### src/rtl/jtag_types_pkg.sv
// rtl/jtag_types_pkg.sv - shared FIFO widths and pointer/data types
package jtag_types_pkg;

    localparam int FIFO_DATA_W = 8;
    localparam int FIFO_ADDR_W = 4;

    typedef logic [FIFO_ADDR_W:0]   fifo_ptr_t;
    typedef logic [FIFO_DATA_W-1:0] fifo_data_t;

endpackage

### src/rtl/flex_fifo_ptr.sv
// rtl/flex_fifo_ptr.sv - wrap-bit FIFO pointer register with increment and clear
module flex_fifo_ptr
    import jtag_types_pkg::*;
#(
    parameter int ADDR_WIDTH = FIFO_ADDR_W
) (
    input  logic                clk,
    input  logic                rst,
    input  logic                clr,
    input  logic                inc,
    output logic [ADDR_WIDTH:0] ptr
);

    // Reset and clear both zero the pointer; otherwise advance, wrapping naturally through the MSB
    always_ff @(posedge clk) begin
        if (rst) begin
            ptr <= '0;
        end else if (clr) begin
            ptr <= '0;
        end else if (inc) begin
            ptr <= ptr + 1'b1;
        end
    end

endmodule

### src/rtl/flex_fifo_ctrl.sv
// rtl/flex_fifo_ctrl.sv - single-clock FIFO controller; optional FLEX_FIFO_CTRL_ERR_EN adds sticky overflow/underflow
module flex_fifo_ctrl
    import jtag_types_pkg::*;
#(
    parameter int DATA_WIDTH = FIFO_DATA_W,
    parameter int ADDR_WIDTH = FIFO_ADDR_W,
    parameter int AF_THRESH  = 2**ADDR_WIDTH - 1
) (
    input  logic                  clk,
    input  logic                  rst,
    input  logic                  clear,
    input  logic                  push,
    input  logic [DATA_WIDTH-1:0] push_data,
    input  logic                  pop,
    output logic [DATA_WIDTH-1:0] pop_data,
    output logic                  full,
    output logic                  empty,
    output logic                  almost_full,
    output logic [ADDR_WIDTH:0]   count,
    output logic                  mem_wen,
    output logic [ADDR_WIDTH-1:0] mem_waddr,
    output logic [DATA_WIDTH-1:0] mem_wdata,
    output logic [ADDR_WIDTH-1:0] mem_raddr,
    input  logic [DATA_WIDTH-1:0] mem_rdata
`ifdef FLEX_FIFO_CTRL_ERR_EN
    ,
    output logic                  overflow,
    output logic                  underflow
`endif
);

    localparam logic [ADDR_WIDTH:0] AF_LEVEL  = (ADDR_WIDTH+1)'(AF_THRESH);
    localparam logic [ADDR_WIDTH:0] WRAP_DIFF = {1'b1, {ADDR_WIDTH{1'b0}}};

    logic [ADDR_WIDTH:0] wptr;
    logic [ADDR_WIDTH:0] rptr;
    logic                push_ok;
    logic                pop_ok;

    // Reset also blocks the write strobe so nothing lands in memory during a reset cycle
    assign push_ok = push & ~full  & ~clear & ~rst;
    assign pop_ok  = pop  & ~empty & ~clear;

    flex_fifo_ptr #(.ADDR_WIDTH(ADDR_WIDTH)) u_wptr (
        .clk (clk),
        .rst (rst),
        .clr (clear),
        .inc (push_ok),
        .ptr (wptr)
    );

    flex_fifo_ptr #(.ADDR_WIDTH(ADDR_WIDTH)) u_rptr (
        .clk (clk),
        .rst (rst),
        .clr (clear),
        .inc (pop_ok),
        .ptr (rptr)
    );

    // Status is derived purely from the registered pointers
    assign count       = wptr - rptr;
    assign empty       = (wptr == rptr);
    assign full        = ((wptr ^ rptr) == WRAP_DIFF);
    assign almost_full = (count >= AF_LEVEL);

    assign mem_wen   = push_ok;
    assign mem_waddr = wptr[ADDR_WIDTH-1:0];
    assign mem_wdata = push_data;
    assign mem_raddr = rptr[ADDR_WIDTH-1:0];
    assign pop_data  = mem_rdata;

`ifdef FLEX_FIFO_CTRL_ERR_EN
    // Sticky error flags record dropped requests until reset or clear
    always_ff @(posedge clk) begin
        if (rst || clear) begin
            overflow  <= 1'b0;
            underflow <= 1'b0;
        end else begin
            if (push && full)  overflow  <= 1'b1;
            if (pop  && empty) underflow <= 1'b1;
        end
    end
`endif

endmodule

### config.mk
export PLATFORM = sky130hd
export DESIGN_NAME = flex_fifo_ctrl
export DESIGN_NICKNAME = d
export VERILOG_FILES = /design/src/rtl/jtag_types_pkg.sv /design/src/rtl/flex_fifo_ptr.sv /design/src/rtl/flex_fifo_ctrl.sv
export SDC_FILE = /design/constraint.sdc
export NUM_CORES = 1
export LEC_CHECK = 0
export ABC_AREA = 1
export CAP_MARGIN = 20
export CORE_MARGIN = 2
export CORE_UTILIZATION = 37
export DETAILED_ROUTE_END_ITERATION = 10
export GPL_ROUTABILITY_DRIVEN = 0
export GPL_TIMING_DRIVEN = 0
export MAX_ROUTING_LAYER = met4
export PLACE_DENSITY = 0.79
export SLEW_MARGIN = 20
export SYNTH_ARGS = -nofsm -noshare
export SYNTH_HDL_FRONTEND = slang
export SYNTH_SLANG_ARGS = --single-unit
### constraint.sdc
create_clock -name clk -period 2.7 [get_ports clk]
set_clock_uncertainty 0.15 [all_clocks]
set_input_delay 0.675 -clock clk [delete_from_list [all_inputs] [get_ports clk]]
set_output_delay 0.675 -clock clk [all_outputs]
set_load 0.005 [all_outputs]
# ---- Word level (Yosys, flattened, before mapping)
# Cells that the tools add are included.
dict set report totals {
  regBits 10
  out_inout_bits 33
  wordCells 19
}
dict set report classes {
  n_addsub 3
  magnitude_cmp 1
  n_eq_ne 2
  bitwise 10
  reduce_logical 1
}
# operator n
set op_table {}
lappend op_table {{adder 5 x 1 -> 5 bit, second input constant} 2}
lappend op_table {{bitwise AND 1 bit} 5}
lappend op_table {{== test 5 bit} 1}
lappend op_table {{== test 5 bit, second input constant} 1}
lappend op_table {{>= comparator 5 x 4 -> 1 bit, second input constant} 1}
lappend op_table {{subtractor 5 bit} 1}
lappend op_table {{XOR 5 bit} 1}
lappend op_table {{NOT 1 bit} 4}
lappend op_table {{OR reduction 2 bit} 1}

# ---- Longest topological paths before layout
dict set report depth {
  ltp_word 6
  ltp_mapped 9
  depth_no_buf 9
}

# ---- Cells and area by module
# Synthesis repeated with hierarchy kept, for this count alone.
dict set report hier_totals {
  hier_cells 127
  area_unflattened_um2 824.5
}
# module instances cells_per_inst area_per_inst_um2
set modules_own_cells {}
lappend modules_own_cells {flex_fifo_ptr 2 29 211.5}
lappend modules_own_cells {flex_fifo_ctrl 1 69 401.6}

# ---- Worst setup path after synthesis
# Ideal clock, no wire load.
dict set report synth_path {
  path_kind {register to output}
  from {reg u_rptr.ptr[0]}
  to {out almost_full}
  arrival_time_ns 1.459
  required_time_ns 1.875
  setup_slack_ns 0.416
  path_stages_with_launch 9
  cell_sequence {dfxtp_1 -> ha_1 -> inv_1 -> fa_1 -> nand3_1 -> nand2_1 -> xor2_1 -> inv_1 -> nand2_1}
}
dict set report synth_between {
  elab_chain_len 2
}
# element line
set synth_rtl {}
lappend synth_rtl {{start: declaration} flex_fifo_ptr.sv:11} ;# output logic [ADDR_WIDTH:0] ptr
lappend synth_rtl {{start signal: assignment} flex_fifo_ptr.sv:21} ;# ptr <= ptr + 1'b1;
lappend synth_rtl {{subtractor 5 bit} flex_fifo_ctrl.sv:61} ;# assign count = wptr - rptr;
lappend synth_rtl {{named net count[4]} flex_fifo_ctrl.sv:19} ;# output logic [ADDR_WIDTH:0] count,
lappend synth_rtl {{>= comparator 5 x 4 -> 1 bit} flex_fifo_ctrl.sv:64} ;# assign almost_full = (count >= AF_LEVEL);
lappend synth_rtl {{end: declaration} flex_fifo_ctrl.sv:18} ;# output logic almost_full,
# The timed path passes the listed nets, and every way through them passes these cells.

# ---- Worst setup path after layout
dict set report layout_path {
  from {reg u_wptr.ptr[0]}
  to {out almost_full}
}
dict set report layout_between {
  elab_chain_len 2
}
# element line
set layout_rtl {}
lappend layout_rtl {{start: declaration} flex_fifo_ptr.sv:11}
lappend layout_rtl {{start signal: assignment} flex_fifo_ptr.sv:21}
lappend layout_rtl {{subtractor 5 bit} flex_fifo_ctrl.sv:61}
lappend layout_rtl {{>= comparator 5 x 4 -> 1 bit} flex_fifo_ctrl.sv:64}
# Every way passes these cells.

==> flow_summary.toml <==
[grt]
gr-total-overflow = 0
grt_usage_pct = 17.5
grt_antenna_before_repair = 0
grt_pass1_wl_um = 3530
grt_pass1_vias = 892
grt_max_degree = 8

[clocking]
holdBufCountCts = 0
clkSlewWorstSetupHoldPaths_ns = 0.07
cts_buffers = 3
clk_latency_ns = 0.27
cts-htree-levels = 1
cts_root_buf = "clkbuf_4"
clock-sinks = 10
cts_buffer_depth = 2
cts_tree = "yes"

[timing]
post-route-min-period_ns = 2.65
min_period_over_period_pct = 98.3
whs_ns = 0.374
slew_headroom_pct = 84.0
slew_viol_final = 0
fmaxAchievable_mhz = 377
tightest_slew_ns = 0.239
hold_viol = 0
setup_violations = 0

[finish]
area_delta_synth_final_pct = 64.6
multiInputGateArea_um2 = 549
instances_no_fill = 212
diodes = 0
fillCellCount = 216
drive_gt1_share_pct = 37.4
utilization_pct = 62.8
fin_nets = 212
seqCellArea_um2 = 219

[setup_path]
crit_path_top_delay_cell = "fa_2"
crit_arrival_ns = 1.83
cp.required_ns = 1.88
cp-end-kind = "output port"
cp_max_fo = 2
crit_type = "reg2out"
critPathLaunchType = "register"
cpPeakStageDelay_ns = 0.35
crit_chain = "inv_2 > ha_4 > inv_2 > fa_2 > buf_4 > xnor2_2 > nor2_1 > nand2_1 > nand2_1 > clkbuf_2"
rr_worst_depth = 11

[die]
die_area_um2 = 2900
ios = 54
core.rowCount = 18
fp.dieH_um = 53.9
start_util_pct = 38.2
fp.dieW_um = 53.9
coreArea_um2 = 2410

[flow_run]
maxCapViolCount = 0

[logic_synthesis]
syn_area_per_cell_um2 = 6.97
syn_area_um2 = 920
syn-num-nets = 160
yosysTopAreaCell = "dfxtp_1"
synth.distinct_cells = 21
netlist_instances = 132
synth_area_leaders = "dfxtp_1 22%, buf_4 20%, nand2_1 13%"
yosysTopAreaCellShare_pct = 21.8
yosysSeqAreaShare_pct = 21.8
yosys_warnings = 0
ys_seq_elements = 10

[min_path]
hold_path_class = "reg2reg"
min_path_cells = 2

[power]
total_power_w = 0.000342
leakagePower_nw = 0.744
power_density_nw_per_um2 = 226
switching_share_pct = 25.3
p_sw_w = 0.0000865
ir_worst_vdd_mv = 0.160
pwr-share-seq_pct = 42.7
combPwrFrac_pct = 26.7
pwr-share-clk_pct = 30.6
intPower_w = 0.000255

[route]
viasPerCell = 4.70
drtIter0Drc = 10
m1WireLength_um = 876
drt-total-wl_um = 2450
firstDrtPassIters = 4
postRouteAntennaNets = 0
drc_errors = 0
vias = 997
wl_met2_um = 1360
highest-signal-layer = "met4"
dr_wl_met3_um = 154
wire_per_inst_um = 11.6

[place]
dp.cells = 199
io_buffers = 37
dp_hpwl_um = 1660

[outcome]
status = "complete, no violations"
==> power by group through the flow <==
stage | logic (W) | clock network [W] | registers [W]
3_5_place_dp | 0.0000849 | 0 | 0.000153
4_1_cts | 0.0000890 | 0.000102 | 0.000146
2_1_floorplan | 0.0000395 | 0 | 0.000153
3_3_place_gp | 0.0000832 | 0 | 0.000153
6_report | 0.0000911 | 0.000105 | 0.000146
5_1_grt | 0.0000992 | 0.000111 | 0.000146
==> routing by layer <==
layer / global-route usage, % / vias to the layer above
li1: - / 495
met1: 18.1 / 448
met2: 31.1 / 47
met3: 1.94 / 7
met4: 11.5 / 0
met5: - / -
==> timing repair <==
item	4_1_cts	5_1_grt
setup buffers	6	4
pin swaps	5	6
endpoints found under the setup margin	8	6
gates resized for setup	26	13
==> layout make-up <==
class	instances	area share, %
plain buffers	24	11.9
clock buffers	3	1.49
inverters	16	3.97
multi-input cells	82	36.3
flip-flops and latches	10	14.5
well taps	30	2.48
repair buffers	47	29.4
==> metrics by stage <==
stage	worst slack (ns)	area (um^2)	TNS (ns)
finish	0.0461	1510	0
floorplan	0.416	920	0
detailed placement	-0.378	1330	-0.637
CTS	-0.0183	1460	-0.0183
global placement	-0.374	1330	-0.515
global route	-0.00678	1510	-0.00678
==> logic make-up (layout without fill, tap and decap cells) <==
logic type,count (synthesis),after routing,synth area share [%]
compound gates,11,11,6.26
xor+xnor,6,6,5.71
fa+ha+maj,7,7,10.3
buf+inv,40,90,26.1
flops,10,10,21.8
simple gates,58,58,29.8
==> critical path, delay by kind of cell, from the launching register on <==
kind                       cells  cell delay, ns
DFF                            1            0.33
buffers and inverters          4            0.37
xor gates and xnor gates       1            0.13
adders and majority gates      2            0.48
and+or+nand+nor                3            0.25
==> layout by cell type (no fill, tap or decap), types with 2 or more instances in the layout <==
| cell type | n |
|---|---|
| dlymetal6s2s_1 | 4 |
| dfxtp_1 | 3 |
| nand2_2 | 4 |
| dfxtp_4 | 4 |
| nor2_4 | 2 |
| inv_1 | 8 |
| ha_1 | 2 |
| nand3_1 | 7 |
| inv_2 | 8 |
| nand4_1 | 5 |
| dlygate4sd2_1 | 4 |
| nand2_1 | 29 |
| a21oi_1 | 8 |
| clkbuf_4 | 3 |
| ha_4 | 4 |
| xor2_1 | 4 |
| dfxtp_2 | 3 |
| buf_4 | 34 |
| clkdlybuf4s50_1 | 27 |
| nor2_1 | 7 |
==> sequential cells by signal, summed over array words and instances (netlist names) <==
register    cells
u_rptr.ptr      5
u_wptr.ptr      5
==> worst paths after layout <==
path	startpoint	end	slack (ns)
min	u_wptr.ptr[4]	u_wptr.ptr[4]	0.37
min reg2reg	u_wptr.ptr[4]	u_wptr.ptr[4]	0.37
max reg2reg	u_rptr.ptr[3]	u_wptr.ptr[0]	0.92
max	u_wptr.ptr[0]	almost_full	0.05
==> cell usage after synthesis <==
cell	count
a21oi_1	8
xor2_1	4
o21ai_0	1
buf_4	24
nand4_1	5
nand3_1	7
o21ai_1	1
nand3_2	1
inv_1	13
fa_1	1
a21boi_1	1
ha_1	6
nor2_2	1
nand3b_1	1
nor2_4	2
nand2_2	3
xnor2_1	2
nor2_1	7
dfxtp_1	10
nand2_1	31
inv_2	3
Note: power is estimated with default switching activity, not from simulation.
